<file path="src/rtl/wb_port_arbiter.sv">
// Write-back port arbiter: merges the MEM/WB pipeline write with a queued aux requester onto one RF write port.
// Optional macro WB_ARB_HOLD_EN builds a one-cycle-delayed copy of the RF write for ID-stage forwarding.
module wb_port_arbiter #(
  parameter int STARVE_LIMIT = 4,
  parameter int AUX_DEPTH    = 2
) (
  input  logic        clk,
  input  logic        rst,
  input  logic        pipe_we,
  input  logic [4:0]  pipe_waddr,
  input  logic [31:0] pipe_wdata,
  output logic        pipe_stall,
  input  logic        aux_valid,
  input  logic [4:0]  aux_waddr,
  input  logic [31:0] aux_wdata,
  output logic        aux_ready,
  output logic        rf_we,
  output logic [4:0]  rf_waddr,
  output logic [31:0] rf_wdata,
  output logic        hold_we,
  output logic [4:0]  hold_waddr,
  output logic [31:0] hold_wdata
);

  localparam int DATA_W = 32;
  localparam int PTR_W  = $clog2(AUX_DEPTH);
  localparam int CNT_W  = PTR_W + 1;
  localparam logic [CNT_W-1:0] DEPTH_C = CNT_W'(AUX_DEPTH);
  localparam logic [3:0]       LIMIT_C = 4'(STARVE_LIMIT);

  logic [PTR_W-1:0]  wr_ptr_q, wr_ptr_d, rd_ptr_q, rd_ptr_d;
  logic [CNT_W-1:0]  count_q, count_d;
  logic [3:0]        starve_q, starve_d;
  logic [4:0]        fifo_addr_q [AUX_DEPTH];
  logic [DATA_W-1:0] fifo_data_q [AUX_DEPTH];
  logic              rf_we_q, rf_we_d;
  logic [4:0]        rf_waddr_q, rf_waddr_d;
  logic [DATA_W-1:0] rf_wdata_q, rf_wdata_d;

  logic pipe_req, fifo_nonempty, grant_aux, grant_pipe, push, pop;
  logic [4:0]        head_addr;
  logic [DATA_W-1:0] head_data;

  assign head_addr = fifo_addr_q[rd_ptr_q];
  assign head_data = fifo_data_q[rd_ptr_q];

  always_comb begin
    pipe_req      = pipe_we & (pipe_waddr != 5'd0);
    fifo_nonempty = (count_q != '0);
    // Aux wins when the pipe is idle or has starved it for STARVE_LIMIT cycles.
    grant_aux     = fifo_nonempty & (~pipe_req | (starve_q == LIMIT_C));
    grant_pipe    = pipe_req & ~grant_aux;
    aux_ready     = ~rst & (count_q < DEPTH_C);
    pipe_stall    = ~rst & pipe_req & grant_aux;
    push          = aux_valid & aux_ready;
    pop           = grant_aux;

    wr_ptr_d = push ? wr_ptr_q + 1'b1 : wr_ptr_q;
    rd_ptr_d = pop  ? rd_ptr_q + 1'b1 : rd_ptr_q;
    count_d  = count_q;
    if (push && !pop)      count_d = count_q + 1'b1;
    else if (pop && !push) count_d = count_q - 1'b1;

    starve_d = starve_q;
    if (!fifo_nonempty || grant_aux)          starve_d = 4'd0;
    else if (grant_pipe && starve_q < LIMIT_C) starve_d = starve_q + 4'd1;

    // Aux writes to register 0 are popped but never reach the RF port.
    rf_we_d    = grant_pipe | (grant_aux & (head_addr != 5'd0));
    rf_waddr_d = rf_waddr_q;
    rf_wdata_d = rf_wdata_q;
    if (grant_pipe) begin
      rf_waddr_d = pipe_waddr;
      rf_wdata_d = pipe_wdata;
    end else if (rf_we_d) begin
      rf_waddr_d = head_addr;
      rf_wdata_d = head_data;
    end
  end

  always_ff @(posedge clk) begin
    if (rst) begin
      wr_ptr_q   <= '0;
      rd_ptr_q   <= '0;
      count_q    <= '0;
      starve_q   <= '0;
      rf_we_q    <= 1'b0;
      rf_waddr_q <= '0;
      rf_wdata_q <= '0;
    end else begin
      wr_ptr_q   <= wr_ptr_d;
      rd_ptr_q   <= rd_ptr_d;
      count_q    <= count_d;
      starve_q   <= starve_d;
      rf_we_q    <= rf_we_d;
      rf_waddr_q <= rf_waddr_d;
      rf_wdata_q <= rf_wdata_d;
    end
  end

  always_ff @(posedge clk) begin
    if (push) begin
      fifo_addr_q[wr_ptr_q] <= aux_waddr;
      fifo_data_q[wr_ptr_q] <= aux_wdata;
    end
  end

  assign rf_we    = rf_we_q;
  assign rf_waddr = rf_waddr_q;
  assign rf_wdata = rf_wdata_q;

`ifdef WB_ARB_HOLD_EN
  logic              hold_we_q, hold_we_d;
  logic [4:0]        hold_waddr_q, hold_waddr_d;
  logic [DATA_W-1:0] hold_wdata_q, hold_wdata_d;

  always_comb begin
    hold_we_d    = rf_we_q;
    hold_waddr_d = rf_waddr_q;
    hold_wdata_d = rf_wdata_q;
  end

  always_ff @(posedge clk) begin
    if (rst) begin
      hold_we_q    <= 1'b0;
      hold_waddr_q <= '0;
      hold_wdata_q <= '0;
    end else begin
      hold_we_q    <= hold_we_d;
      hold_waddr_q <= hold_waddr_d;
      hold_wdata_q <= hold_wdata_d;
    end
  end

  assign hold_we    = hold_we_q;
  assign hold_waddr = hold_waddr_q;
  assign hold_wdata = hold_wdata_q;
`else
  assign hold_we    = 1'b0;
  assign hold_waddr = 5'd0;
  assign hold_wdata = '0;
`endif

endmodule

</file>
<file path="config.mk">
export PLATFORM = sky130hd
export DESIGN_NAME = wb_port_arbiter
export DESIGN_NICKNAME = d
export VERILOG_FILES = /design/src/rtl/wb_port_arbiter.sv
export SDC_FILE = /design/constraint.sdc
export NUM_CORES = 1
export LEC_CHECK = 0
export CORE_MARGIN = 3
export CORE_UTILIZATION = 40
export DETAILED_ROUTE_END_ITERATION = 10
export GPL_TIMING_DRIVEN = 0
export PLACE_DENSITY = 0.75
export RECOVER_POWER = 25
export SLEW_MARGIN = 40
export SYNTH_ARGS = -nofsm -noshare
export SYNTH_HDL_FRONTEND = slang
export SYNTH_SLANG_ARGS = --single-unit
</file>
<file path="constraint.sdc">
create_clock -name clk -period 2.9 [get_ports clk]
set_clock_uncertainty 0.2 [all_clocks]
set_input_delay 0.435 -clock clk [delete_from_list [all_inputs] [get_ports clk]]
set_output_delay 0.435 -clock clk [all_outputs]
set_load 0.01 [all_outputs]
</file>
==> flow_metrics.env, run 1 <==
export IMPL_drive_gt1_share_pct=15.37
export IMPL_grt_max_degree=38
export IMPL_tightest_slew_ns=0.7479
export IMPL_drc=0
export IMPL_drtPass1Iterations=5
export IMPL_vias=3711
export IMPL_routed_wl_mm=12.42
export IMPL_postRouteAntennaNets=0
export IMPL_cts_setup_buffers=0
export IMPL_leakage_nw=2.692
export IMPL_grtUsageTotal_pct=18.13
export IMPL_placed_area_sq_um=6568
export IMPL_die_w_um=118.0
export IMPL_die_height_um=118.0
export IMPL_ys_seq_area_share_pct=63.07
export IMPL_clock_fmax_mhz=365.0
export IMPL_hold_viol=0
export IMPL_num_rows=40
export IMPL_critPathCaptureType="flip-flop"
export IMPL_worst_skew_pair_late_latency_ns=0.40
export IMPL_hp_class="reg2reg"
export IMPL_ctsHoldBuffers=0
export IMPL_worst_ep_arrival_time_ns=2.86
export IMPL_cts_buffers=17
export IMPL_yosys_register_bits=121
export IMPL_final_setup_viol_count=0
export IMPL_fin_nets=673
export IMPL_clockRootBuffer="clkbuf_16"
export IMPL_dpl_hpwl_mm=8.576
export IMPL_fin_area_sq_um=7224
export IMPL_htree_levels=4
export IMPL_syn_to_final_growth_pct=44.06
export IMPL_coreArea_sq_um=12110
export IMPL_status="complete, no violations"
export IMPL_nFillCells=995
export IMPL_critPathMaxFanout=7
export IMPL_slew_violations=0
export IMPL_power_density_nw_per_um2=830.0
export IMPL_cts_buffer_depth=2
export IMPL_crit_type="in2reg"
export IMPL_ios=156
export IMPL_synth_area_sq_um=5015
export IMPL_clk_pin_slew_ns=0.05
export IMPL_gp_congestion=0.7298
export IMPL_hold_depth=2
export IMPL_rsz0062_at_grt="no"
export IMPL_finalPower_mw=5.996
export IMPL_cp_start_kind="primary input"
export IMPL_finish_utilization_pct=59.65
export IMPL_start_util_pct=41.40
export IMPL_fp_dieArea_sq_um=13920
export IMPL_cts_tree="yes"
export IMPL_fin_crit_sh_pct=94.46
export IMPL_slew_headroom_pct=50.14
export IMPL_yosysWarnings=0
export IMPL_grt_pass1_wl_mm=19.84
export IMPL_syn_inst=418
export IMPL_critPathRequiredTime_ns=3.02
export IMPL_finalSetupTns_ns=0
export IMPL_period_minus_slack_ns=2.739
export IMPL_irDropWorstVdd_uv=460.8
export IMPL_via_per_inst=4.801
export IMPL_num_antenna_cells=0
export IMPL_syn_area_per_cell_sq_um=12.00
export IMPL_antenna_found_initial=0
export IMPL_yosysUniqueCellTypes=35
export IMPL_reg2reg_depth=6
export IMPL_timing_max_cap_violations=0
export IMPL_overflow=0
export IMPL_grt_pass1_vias=3810
export IMPL_routedWlPerCell_um=16.07
export IMPL_drt_iter0_drc=188
export IMPL_portBuffers=116
export IMPL_cts_sinks=121
==> metrics by stage <==
step	hold slack, ns	cells	setup WS, ns
floorplan	0.2385	455	0.3075
detailed placement	0.2526	741	-0.3178
global placement	0.2462	739	-0.3050
finish	0.2593	773	0.1606
global route	0.2935	773	0.06495
CTS	0.2608	773	0.03435
==> cell type report <==
class | instances | area (sq um) | share of cell area, %
plain buffers | 65 | 430.4 | 5.958
clock buffers | 19 | 442.9 | 6.131
clock inverters | 13 | 192.7 | 2.667
inverters | 5 | 18.77 | 0.2598
multi-input cells | 264 | 1573 | 21.77
flip-flops and latches | 121 | 3163 | 43.78
well taps | 168 | 210.2 | 2.910
repair buffers | 118 | 1194 | 16.52
==> state kept, by name (all words and copies together) (netlist names), named ones only <==
name	flops
starve_q	4
count_q	2
fifo_addr_q	10
rf_we	1
rd_ptr_q	1
wr_ptr_q	1
rf_wdata	32
fifo_data_q	64
rf_waddr	5
==> synth_stat cells (all sizes together) <==
cell    count  area, sq um
inv         5        18.77
and2        2        12.51
nor3        3        15.01
o22ai       1        6.260
clkbuf     15        56.30
o221a       1        11.26
nand2      40        150.1
nor3b       1        7.510
and3        1        6.260
or3         1        6.260
mux2i      33        330.3
o21a        1        7.510
edfxtp     74         2222
or4         1        11.26
nor2       11        41.29
buf        50        374.1
dfxtp      47        940.9
o21ai      34        170.2
or2         1        6.260
ha          3        37.54
xor2        3        26.28
a22oi       5        37.54
mux2        5        56.30
nand3b      1        7.510
nor4b       1        8.760
xnor2       2        17.52
conb        1        3.750
a21oi      41        212.7
nor4        2        12.51
a31oi      32        200.2
==> worst paths after layout <==
check / from / end / slack [ns]
hold reg to reg: rf_waddr[2] / rf_waddr[2] / 0.26
setup reg to reg: flip-flop / rf_wdata[20] / 0.48
setup / recovery: pipe_waddr[4] / count_q[1] / 0.16
hold / removal: rf_waddr[2] / rf_waddr[2] / 0.26
==> worst max-delay path, stage by stage <==
cell and delay, ns:
clkdlybuf4s50_1 0.45, or4_4 0.57, o21a_1 0.22, a21oi_4 0.23, inv_1 0.08, ha_1 0.34, or3_1 0.37, a21oi_1 0.16
==> per-layer routing <==
layer | track usage (%) | share of wire (%) | wire, um | vias up
met1 | 21.62 | 42 | 5233 | 1745
met3 | 5.815 | 7.0 | 867 | 8
li1 | - | - | - | 1807
met4 | 6.447 | 0.83 | 103 | 0
met2 | 30.83 | 50 | 6219 | 151
met5 | 0 | 0 | 0 | -
==> layout by cell type (no fill, tap or decap), types with 4 or more instances in the layout <==
| master | synthesis | final |
|---|---|---|
| dlygate4sd3_1 | 0 | 30 |
| clkinv_4 | 0 | 4 |
| inv_1 | 5 | 5 |
| bufinv_16 | 0 | 4 |
| buf_6 | 5 | 5 |
| clkbuf_16 | 0 | 17 |
| clkdlybuf4s50_1 | 0 | 85 |
| clkbuf_1 | 15 | 16 |
| buf_4 | 38 | 38 |
| mux2i_1 | 33 | 33 |
| o21ai_1 | 32 | 32 |
| a21oi_1 | 39 | 39 |
| a22oi_1 | 5 | 5 |
| nor2_1 | 11 | 10 |
| a31oi_1 | 32 | 32 |
| mux2_2 | 5 | 5 |
| buf_2 | 5 | 5 |
| conb_1 | 1 | 38 |
| nand2_1 | 40 | 40 |
| dfxtp_1 | 47 | 47 |
| edfxtp_1 | 74 | 74 |
==> cells by family after synthesis <==
family | after synthesis | synth area share [%]
AO/OA/AOI/OAI | 115 | 12.87
XOR/XNOR | 5 | 0.8734
adder cells (fa/ha/maj) | 3 | 0.7486
buffers and inverters | 70 | 8.957
flip-flops | 121 | 63.07
multiplexers | 38 | 7.710
other | 1 | 0.07478
AND/OR/NAND/NOR | 65 | 5.689
==> report_power, final <==
group | internal, mW | switching [mW]
registers | 2.07 | 0.110
logic | 0.714 | 0.880
clock network | 1.47 | 0.755
total | 4.25 | 1.75
==> what timing repair did <==
item	in CTS	in global routing
resized for setup	2	3
setup endpoints to repair	1	2
gates cloned	0	0
pin swaps	0	0
Note: power is estimated with default switching activity, not from simulation.
==> run 2: changes to the inputs <==
--- a/config.mk
+++ b/config.mk
@@ -8,6 +8,7 @@
 export CORE_MARGIN = 3
 export CORE_UTILIZATION = 40
 export DETAILED_ROUTE_END_ITERATION = 10
+export GPL_ROUTABILITY_DRIVEN = 0
 export GPL_TIMING_DRIVEN = 0
 export PLACE_DENSITY = 0.75
 export RECOVER_POWER = 25
==> results of run 2 <==
Same layout as run 1: the final DEF is identical, and so are final timing and power.
==> run 3: changes to the inputs <==
--- a/config.mk
+++ b/config.mk
@@ -16,3 +16,4 @@
 export SYNTH_ARGS = -nofsm -noshare
 export SYNTH_HDL_FRONTEND = slang
 export SYNTH_SLANG_ARGS = --single-unit
+export TNS_END_PERCENT = 20
==> results of run 3 <==
Same layout as run 1: the final DEF is identical, and so are final timing and power.
